[config.mk]
export PLATFORM = sky130hd
export DESIGN_NAME = sync_frame_tx
export DESIGN_NICKNAME = d
export VERILOG_FILES = /design/src/rtl/sync_frame_tx.sv
export SDC_FILE = /design/constraint.sdc
export NUM_CORES = 1
export LEC_CHECK = 0
export BUFFER_PORTS_ARGS = -buffer_cell sky130_fd_sc_hd__buf_2
export CORE_MARGIN = 2
export CORE_UTILIZATION = 55
export CTS_CLUSTER_SIZE = 28
export DETAILED_ROUTE_END_ITERATION = 7
export PLACE_DENSITY = 0.76
export SYNTH_ARGS = -nofsm -noshare
export SYNTH_HDL_FRONTEND = slang
export SYNTH_SLANG_ARGS = --single-unit
export TNS_END_PERCENT = 1
[constraint.sdc]
create_clock -name clk -period 3.1 [get_ports clk]
set_input_delay 0.93 -clock clk [delete_from_list [all_inputs] [get_ports clk]]
set_output_delay 0.93 -clock clk [all_outputs]
set_load 0.1 [all_outputs]
[src/rtl/sync_frame_tx.sv]
// Serial frame transmitter: sync 1101, then a payload sent MSB-first, with zero
// stuffing so that 1101 appears on the line only at the end of each sync.
//
// state | meaning (describes the bit currently on `out`)
// IDLE  | line idle, out=0
// SYNC  | sync bit sync_idx of 1,1,0,1
// DATA  | payload bit; bits_left counts payload bits not yet sent
// STUFF | inserted zero after a 1,1,0 run
module sync_frame_tx #(
    parameter int DATA_W = 8
) (
    input  logic              clk,
    input  logic              nrst,
    input  logic [DATA_W-1:0] data_in,
    input  logic              data_valid,
    output logic              data_ready,
    output logic              out,
    output logic              busy,
    output logic              frame_done
);

    localparam int CNT_W = $clog2(DATA_W + 1);
    // Bit i of SYNC_SEQ is the i-th sync bit put on the line.
    localparam logic [3:0] SYNC_SEQ = 4'b1011;

    typedef enum logic [1:0] {
        IDLE  = 2'd0,
        SYNC  = 2'd1,
        DATA  = 2'd2,
        STUFF = 2'd3
    } state_t;

    state_t            state, state_n;
    logic [1:0]        sync_idx, sync_idx_n;
    logic [CNT_W-1:0]  bits_left, bits_left_n;
    logic [DATA_W-1:0] shreg, shreg_n;
    logic [2:0]        hist, hist_n;
    logic              out_n;

    logic accept;
    logic stuff_due;
    logic payload_left;
    logic do_start;
    logic do_emit;

    // A trailing 1,1,0 would complete 1101 with the next 1, so it gets a stuff.
    assign stuff_due    = (hist == 3'b110);
    assign payload_left = (bits_left != '0);

    assign frame_done = ((state == DATA)  && !stuff_due && !payload_left) ||
                        ((state == STUFF) && !payload_left);
    assign data_ready = (state == IDLE) || frame_done;
    assign busy       = (state != IDLE);
    assign accept     = data_valid && data_ready;

    always_comb begin
        state_n     = state;
        sync_idx_n  = sync_idx;
        bits_left_n = bits_left;
        shreg_n     = shreg;
        out_n       = 1'b0;
        do_start    = 1'b0;
        do_emit     = 1'b0;

        unique case (state)
            IDLE: begin
                do_start = accept;
            end
            SYNC: begin
                if (sync_idx == 2'd3) begin
                    do_emit = 1'b1;
                end else begin
                    sync_idx_n = sync_idx + 2'd1;
                    out_n      = SYNC_SEQ[sync_idx_n];
                end
            end
            DATA: begin
                if (stuff_due) begin
                    state_n = STUFF;
                end else if (payload_left) begin
                    do_emit = 1'b1;
                end else begin
                    do_start = accept;
                    state_n  = IDLE;
                end
            end
            STUFF: begin
                if (payload_left) begin
                    do_emit = 1'b1;
                end else begin
                    do_start = accept;
                    state_n  = IDLE;
                end
            end
        endcase

        if (do_start) begin
            state_n     = SYNC;
            sync_idx_n  = 2'd0;
            bits_left_n = CNT_W'(DATA_W);
            shreg_n     = data_in;
            out_n       = SYNC_SEQ[0];
        end

        if (do_emit) begin
            state_n = DATA;
            out_n   = shreg[DATA_W-1];
            shreg_n = shreg << 1;
            if (payload_left) begin
                bits_left_n = bits_left - 1'b1;
            end
        end
    end

    assign hist_n = {hist[1:0], out_n};

    always_ff @(posedge clk or negedge nrst) begin
        if (!nrst) begin
            state     <= IDLE;
            sync_idx  <= 2'd0;
            bits_left <= '0;
            shreg     <= '0;
            hist      <= 3'b000;
            out       <= 1'b0;
        end else begin
            state     <= state_n;
            sync_idx  <= sync_idx_n;
            bits_left <= bits_left_n;
            shreg     <= shreg_n;
            hist      <= hist_n;
            out       <= out_n;
        end
    end

endmodule
Word-level counts from Yosys, hierarchy flattened

Cells that the tools add are included.

$lt $le $gt $ge: 1
Multiplexer cells: 26
Equality and inequality tests: 6
Reductions and logical operators: 15
$add $sub $neg: 2

Operators by type and width:

| operator                                             | number |
|---|---|
| two-way mux 8 bit                                    | 2 |
| two-way mux 2 bit                                    | 7 |
| two-way mux 4 bit                                    | 3 |
| two-way mux 1 bit                                    | 10 |
| nonzero test 4 bit                                   | 2 |
| equality test 2 bit (second input constant)          | 3 |
| case mux 1 bit (3 select lines)                      | 2 |
| nonzero test 2 bit                                   | 3 |
| logical AND 1 bit                                    | 4 |
| case mux 2 bit (2 select lines)                      | 1 |
| subtractor 4 x 1 -> 4 bit (second input constant)    | 1 |
| equality test 3 bit (second input constant)          | 1 |
| < comparator 2 x 3 -> 1 bit (second input constant)  | 1 |
| adder 2 x 1 -> 2 bit (second input constant)         | 1 |
| binary-select mux 1 bit (select 2 bit)               | 1 |
| equality test 2 x 1 -> 1 bit (second input constant) | 1 |
| zero test 1 bit                                      | 2 |
| zero test 2 bit                                      | 1 |
| logical OR 1 bit                                     | 2 |
| inequality test 2 bit (second input constant)        | 1 |
| AND reduction 2 bit                                  | 1 |

Flip-flop bits (word level): 20
Output and inout port bits: 4
Word-level logic and storage cells: 56
Input bits: 11

Logic depth before layout (Yosys ltp)

Gate-level depths: netlist of run 1.

Depth after elaboration: 13
Gate-level depth with buffers: 7
Mapped depth without buffers: 6

Worst setup path after synthesis of run 1

Ideal clock, no wire load.

Path kind: reg2out
From: register hist[0]
To: output port data_ready
Buffers on the path: 0
Slack: -0.486 ns
Cell stages (with the launch flop): 3
Arrival: 2.656 ns
Path through: dfrtp_1 and4bb_1 o21ai_1

Word-level cells in the longest chain between the ends: 6

Ends and longest elaborated chain:

| element                         | line | source |
|---|---|---|
| from (decl)                     | 37   | `logic [2:0] hist, hist_n;` |
| from (signal assigned)          | 130  | `hist <= hist_n;` |
| equality test 3 bit             | 47   | `assign stuff_due = (hist == 3'b110);` |
| zero test 1 bit                 | 50   | `assign frame_done = ((state == DATA) && !stuff_due && !payload_left) \|\|` |
| logical AND 1 bit (2 in series) | 50   |  |
| logical OR 1 bit                | 50   |  |
| logical OR 1 bit                | 52   | `assign data_ready = (state == IDLE) \|\| frame_done;` |
| to (decl)                       | 16   | `output logic data_ready,` |

Every way passes these cells.

Worst setup path in the final report of run 1

From: register bits_left[0]
To: output port data_ready

Word-level cells in the longest chain between the ends: 5
Elaborated cells between the ends (all ways): 6

Ends and longest elaborated chain:

| element                              | line   | source |
|---|---|---|
| from (decl)                          | 35     | `logic [CNT_W-1:0] bits_left, bits_left_n;` |
| from (signal assigned)               | 128    | `bits_left <= bits_left_n;` |
| nonzero test 4 bit (*)               | 48     | `assign payload_left = (bits_left != '0);` |
| zero test 1 bit (*)                  | 50, 51 |  |
| logical AND 1 bit (on tied branches) | 50, 51 |  |
| logical OR 1 bit (*)                 | 50     |  |
| logical OR 1 bit (*)                 | 52     |  |

Mark *: on every way between the ends. The rest lies on a longest branch, timed or not.

==> metrics.yaml, run 1 <==
h-tree-depth: 1
syn_inst: 88
final_util_pct: 66.11
gp_congestion: 0.7747
maxSlewViolCount: 0
switching_power_w: 0.0004553
syn_to_final_growth_pct: 10.56
endpoint_kind: "output port"
fill_cells: 151
worst-path-max-fanout: 4
path_cells: "inv_1 -> ha_1 -> nand4bb_1 -> o21ai_2 -> buf_2"
hold_path.class: "register to register"
grt_util_all_layers_pct: 18.05
die_w_um: 48.03
grt_max_degree: 20
yosysSeqAreaShare_pct: 44.60
relSlewSlack_pct: 63.90
port_buffers: 14
r2r_cells: 6
cts_tree: "built"
yosys_warnings: 0
r2r-start: "bits_left[0]"
peakVddDrop_mv: 0.5550
num_rows: 15
skew_ns: 0.002420
combPwrFrac_pct: 52.4
fp.dieH_um: 48.03
synth_edf_count: 0
clock_path_buffers: 2
final_cell_area_um2: 1179
power_density_nw_per_um2: 989.8
clock-root-buffer: "clkbuf_4"
antenna_cells: 0
setup_ws_ns: 0.3758
clock-sinks: 19
p_int_w: 0.0007113
via_per_inst: 5.581
finalHoldViolCount: 0
clkPwrFrac_pct: 10.6
p_leak_nw: 0.5543
postCtsSetupRepairBufs: 0
start_kind: "register"
outcome: "finished clean"
rrSetupSlack_ns: 1.00
p_sw_share_pct: 39.03
rr_endpoint: "shreg[3]"
setup_total_negative_slack_ns: 0
min_from: "hist[0]"
rsz0062_at_grt: "no"
drt_pass1_iterations: 4
worst_slew_pin_slew_ns: 0.5415
fin_crit_sh_pct: 87.88
finalSetupViolCount: 0
grt_pass1_vias: 672
endpoint: "data_ready"
max_stage_delay_ns: 0.45
clk_latency_ns: 0.29
cp.required_ns: 2.17
fmax_mhz: 367.1
start_util_pct: 59.79
crit_type: "register to output port"
path_clk_slew_ns: 0.10
synth_cell_types: 36
fin_crit_ns: 2.724
cts_buffers: 3
antenna_found_initial: 0
critical_path_arrival_ns: 1.79
crit_slowest_cell: "buf_2"
grt_pass1_wl_mm: 2.787
dpl.hpwl_mm: 1.290
synth_flop_cell: "dfrtp_1"
pin_count: 15
drc: 0
hold_buffers: 0
drive_gt1_share_pct: 37.50
die-area_um2: 2306
avgRoutedWirePerCell_um: 13.33
detail-route-antenna-nets: 0
cp-startpoint: "bits_left[0]"
drt_iter0_markers: 4
synth_area_um2: 1066
dp_slack_ns: 0.7119
dpl_cell_area_um2: 1152
ys_ff_latch: 19
via_count: 720
async_reset_ff_share_pct: 100.0
seqPwrFrac_pct: 37.0
synth.avg_cell_area_um2: 12.11
cts-resized-gates: 0
routed_wl_mm: 1.719
core_um2: 1783
nets: 119
grt_overflow: 0
synth_nets: 102
drv_cap: 0
[state kept, by name (all words and copies together), names as in the netlist]
signal     count
hist           3
state          2
shreg          8
sync_idx       2
bits_left      4
[cell usage in the layout (no fill, tap or decap), types with 2 or more instances in the layout]
cell | Yosys | routed
a21oi_1 | 2 | 2
a221o_1 | 2 | 2
buf_2 | 0 | 14
clkbuf_4 | 0 | 3
dfrtp_1 | 19 | 19
ha_1 | 3 | 3
inv_1 | 4 | 4
mux2_2 | 7 | 7
mux2_4 | 7 | 7
nand2_1 | 2 | 2
nand2b_1 | 2 | 2
nor2_1 | 5 | 5
nor2b_1 | 3 | 3
nor3_1 | 3 | 3
nor3b_1 | 2 | 2
o21ai_0 | 2 | 2
o21ai_1 | 3 | 2
[cell type report]
cell class	count	area, um^2	share of cell area, %
well taps	25	31.28	2.654
flip-flops and latches	19	475.5	40.34
inverters	4	15.01	1.274
multi-input cells	62	553.0	46.92
repair buffers	15	77.57	6.582
clock buffers	4	26.28	2.229
[per-stage QoR]
stage | hold WS (ns) | total power (W) | cells
3_5_place_dp | 0.4035 | 0.001056 | 125
6_report | 0.4182 | 0.001167 | 129
2_1_floorplan | 0.3854 | 0.0009659 | 88
3_3_place_gp | 0.3954 | 0.001033 | 125
4_1_cts | 0.4276 | 0.001180 | 129
5_1_grt | 0.4399 | 0.001253 | 129
[worst min path at each step]
stage | to | slack [ns] | depth (start not counted)
final | hist[1] | 0.42 | 0
after CTS | hist[1] | 0.43 | 0
after floorplan | hist[2] | 0.39 | 0
after global placement | hist[1] | 0.40 | 0
after detailed placement | hist[1] | 0.40 | 0
after global routing | hist[1] | 0.44 | 0
[logic make-up (layout without fill, tap and decap cells)]
logic type	after synthesis	in the layout	synth area share (%)
buffers and inverters	7	23	3.872
AOI/OAI and AO/OA	17	17	12.91
adders and majority gates	3	3	3.522
muxes	14	14	17.25
DFF	19	19	44.60
xor gates and xnor gates	1	1	0.8217
and+or+nand+nor	27	27	17.02
[synthesized netlist by cell type (2+ instances only)]
cell type	count	area, um^2
a221o_1	2	20.02
ha_1	3	37.54
nand2_1	2	7.510
o21ai_0	2	10.01
nor2b_1	3	18.77
nor3_1	3	15.01
o21ai_1	3	15.01
a21oi_1	2	10.01
nor2_1	5	18.77
dfrtp_1	19	475.5
nor3b_1	2	15.01
inv_1	4	15.01
nand2b_1	2	12.51
mux2_2	7	78.83
buf_6	2	22.52
mux2_4	7	105.1
[routing by layer]
layer | wire length [um] | vias to the layer above | track usage [%]
li1 | - | 354 | -
met1 | 810 | 342 | 21.13
met2 | 796 | 19 | 30.93
met3 | 76 | 5 | 3.396
met4 | 36 | 0 | 9.730
met5 | 0 | - | 0
[power groups by stage]
stage / clock, W / combinational (W) / sequential [W]
after floorplan: 0 / 0.000509 / 0.000457
after global placement: 0 / 0.000601 / 0.000433
after detailed placement: 0 / 0.000617 / 0.000439
after CTS: 0.000128 / 0.000618 / 0.000433
after global routing: 0.000141 / 0.000661 / 0.000451
final: 0.000123 / 0.000611 / 0.000432
[worst max-delay path: cells and delay by family (launching register included)]
family                     cells  cell delay, ns
buffers and inverters          2            0.52
DFF                            1            0.41
and+or+nand+nor                1            0.19
AOI/OAI and AO/OA              1            0.19
adders and majority gates      1            0.20
No activity file was read; power rests on OpenSTA's default activity.
==> run 2: changes to the inputs <==
- PLACE_DENSITY: 0.76 -> default
- PLACE_DENSITY_LB_ADDON: default -> 0.05
==> metrics.yaml, run 2 (synthesis results as in run 1) <==
outcome: "finished clean"
dpl.hpwl_mm: 1.302
die-area_um2: 2306
crit_slowest_cell: "buf_2"
detail-route-antenna-nets: 0
dp_slack_ns: 0.6813
antenna_cells: 0
port_buffers: 14
fin_crit_ns: 2.751
start_util_pct: 59.79
skew_ns: 0.003132
gp_congestion: 0.7796
top_register: "shreg"
cp_top_family: "buffers and inverters"
grt_overflow: 0
via_per_inst: 5.690
cp_num_buf_inv: 2
most-common-layout-cells: "dfrtp_1, buf_2, mux2_4, mux2_2, nor2_1"
drt_pass1_iterations: 4
peakVddDrop_mv: 0.5634
antenna_found_initial: 0
final_util_pct: 66.11
drive_gt1_share_pct: 37.50
clock-root-buffer: "clkbuf_4"
grt_pass1_wl_mm: 3.001
fin_crit_sh_pct: 88.76
drt_iter0_markers: 8
cp.required_ns: 2.17
endpoint_kind: "output port"
h-tree-depth: 1
maxSlewViolCount: 0
cts_buffers: 3
via_count: 734
endpoint: "data_ready"
largest_register_ffs: 8
place_inst: 125
critical_path_arrival_ns: 1.82
setup_ws_ns: 0.3485
fmax_mhz: 363.4
max_stage_delay_ns: 0.45
crit_type: "register to output port"
largestRegisters: "shreg: 8 flops, bits_left: 4 flops, hist: 3 flops"
cts-resized-gates: 0
syn_to_final_growth_pct: 10.56
path_cells: "inv_1 -> ha_1 -> nand4bb_1 -> o21ai_2 -> buf_2"
grt_max_degree: 20
cts_tree: "built"
relSlewSlack_pct: 64.19
worst-path-max-fanout: 4
core_um2: 1783
num_rows: 15
path_clk_slew_ns: 0.11
clk_latency_ns: 0.30
nets: 119
layout_commonest_cell: "dfrtp_1"
finalSetupViolCount: 0
worst_slew_pin_slew_ns: 0.5372
r2r-start: "bits_left[0]"
finalHoldViolCount: 0
cp-startpoint: "bits_left[0]"
grt_pass1_vias: 671
rrSetupSlack_ns: 0.99
rr_endpoint: "shreg[4]"
r2r_cells: 6
routed_wl_mm: 1.774
avgRoutedWirePerCell_um: 13.75
power_density_nw_per_um2: 996.0
start_kind: "register"
hold_path.class: "register to register"
hold_buffers: 0
postCtsSetupRepairBufs: 0
die_w_um: 48.03
clock_path_buffers: 2
fp.dieH_um: 48.03
clock-sinks: 19
cp_num_cells: 5
pin_count: 15
p_leak_nw: 0.5543
rsz0062_at_grt: "no"
fin_cells: 129
timing.hold.ws_ns: 0.4333
drv_cap: 0
drc: 0
grt_util_all_layers_pct: 19.46
## run 2: stage by stage
step / instance area (um^2) / total power [W] / setup TNS, ns
finish: 1179 / 0.001174 / 0
global route: 1179 / 0.001262 / 0
CTS: 1179 / 0.001187 / 0
detailed placement: 1152 / 0.001058 / 0
global placement: 1152 / 0.001035 / 0
floorplan: 1070 / 0.0009659 / -0.3553
## run 2: metal layers
| metal | GRT usage, % | vias up | share of wire (%) |
|---|---|---|---|
| li1 | - | 358 | - |
| met1 | 25.41 | 350 | 45 |
| met2 | 30.13 | 21 | 47 |
| met3 | 3.396 | 5 | 5.2 |
| met4 | 11.35 | 0 | 2.6 |
| met5 | 0 | - | 0 |
## run 2: worst min path at each step
| stage | start | endpoint | depth (start not counted) |
|---|---|---|---|
| after floorplan | hist[1] | hist[2] | 0 |
| after global placement | hist[0] | hist[1] | 0 |
| after detailed placement | hist[0] | hist[1] | 0 |
| after CTS | hist[0] | hist[1] | 0 |
| after global routing | hist[0] | hist[1] | 0 |
| final | hist[0] | hist[1] | 0 |
## run 2: final cells by class
type,instances,area [um^2]
Inverter,4,15.01
Sequential cell,19,475.5
Tap cell,25,31.28
Clock buffer,4,26.28
Multi-Input combinational cell,62,553.0
Fill cell,153,604.3
Timing Repair Buffer,15,77.57
## run 2: report_power, final
part / total [W] / internal, W / switching [W] / leakage [nW]
Combinational: 0.000610 / 0.000311 / 0.000299 / 0.300
Sequential: 0.000436 / 0.000351 / 0.0000853 / 0.239
Clock: 0.000128 / 0.0000502 / 0.0000777 / 0.0150
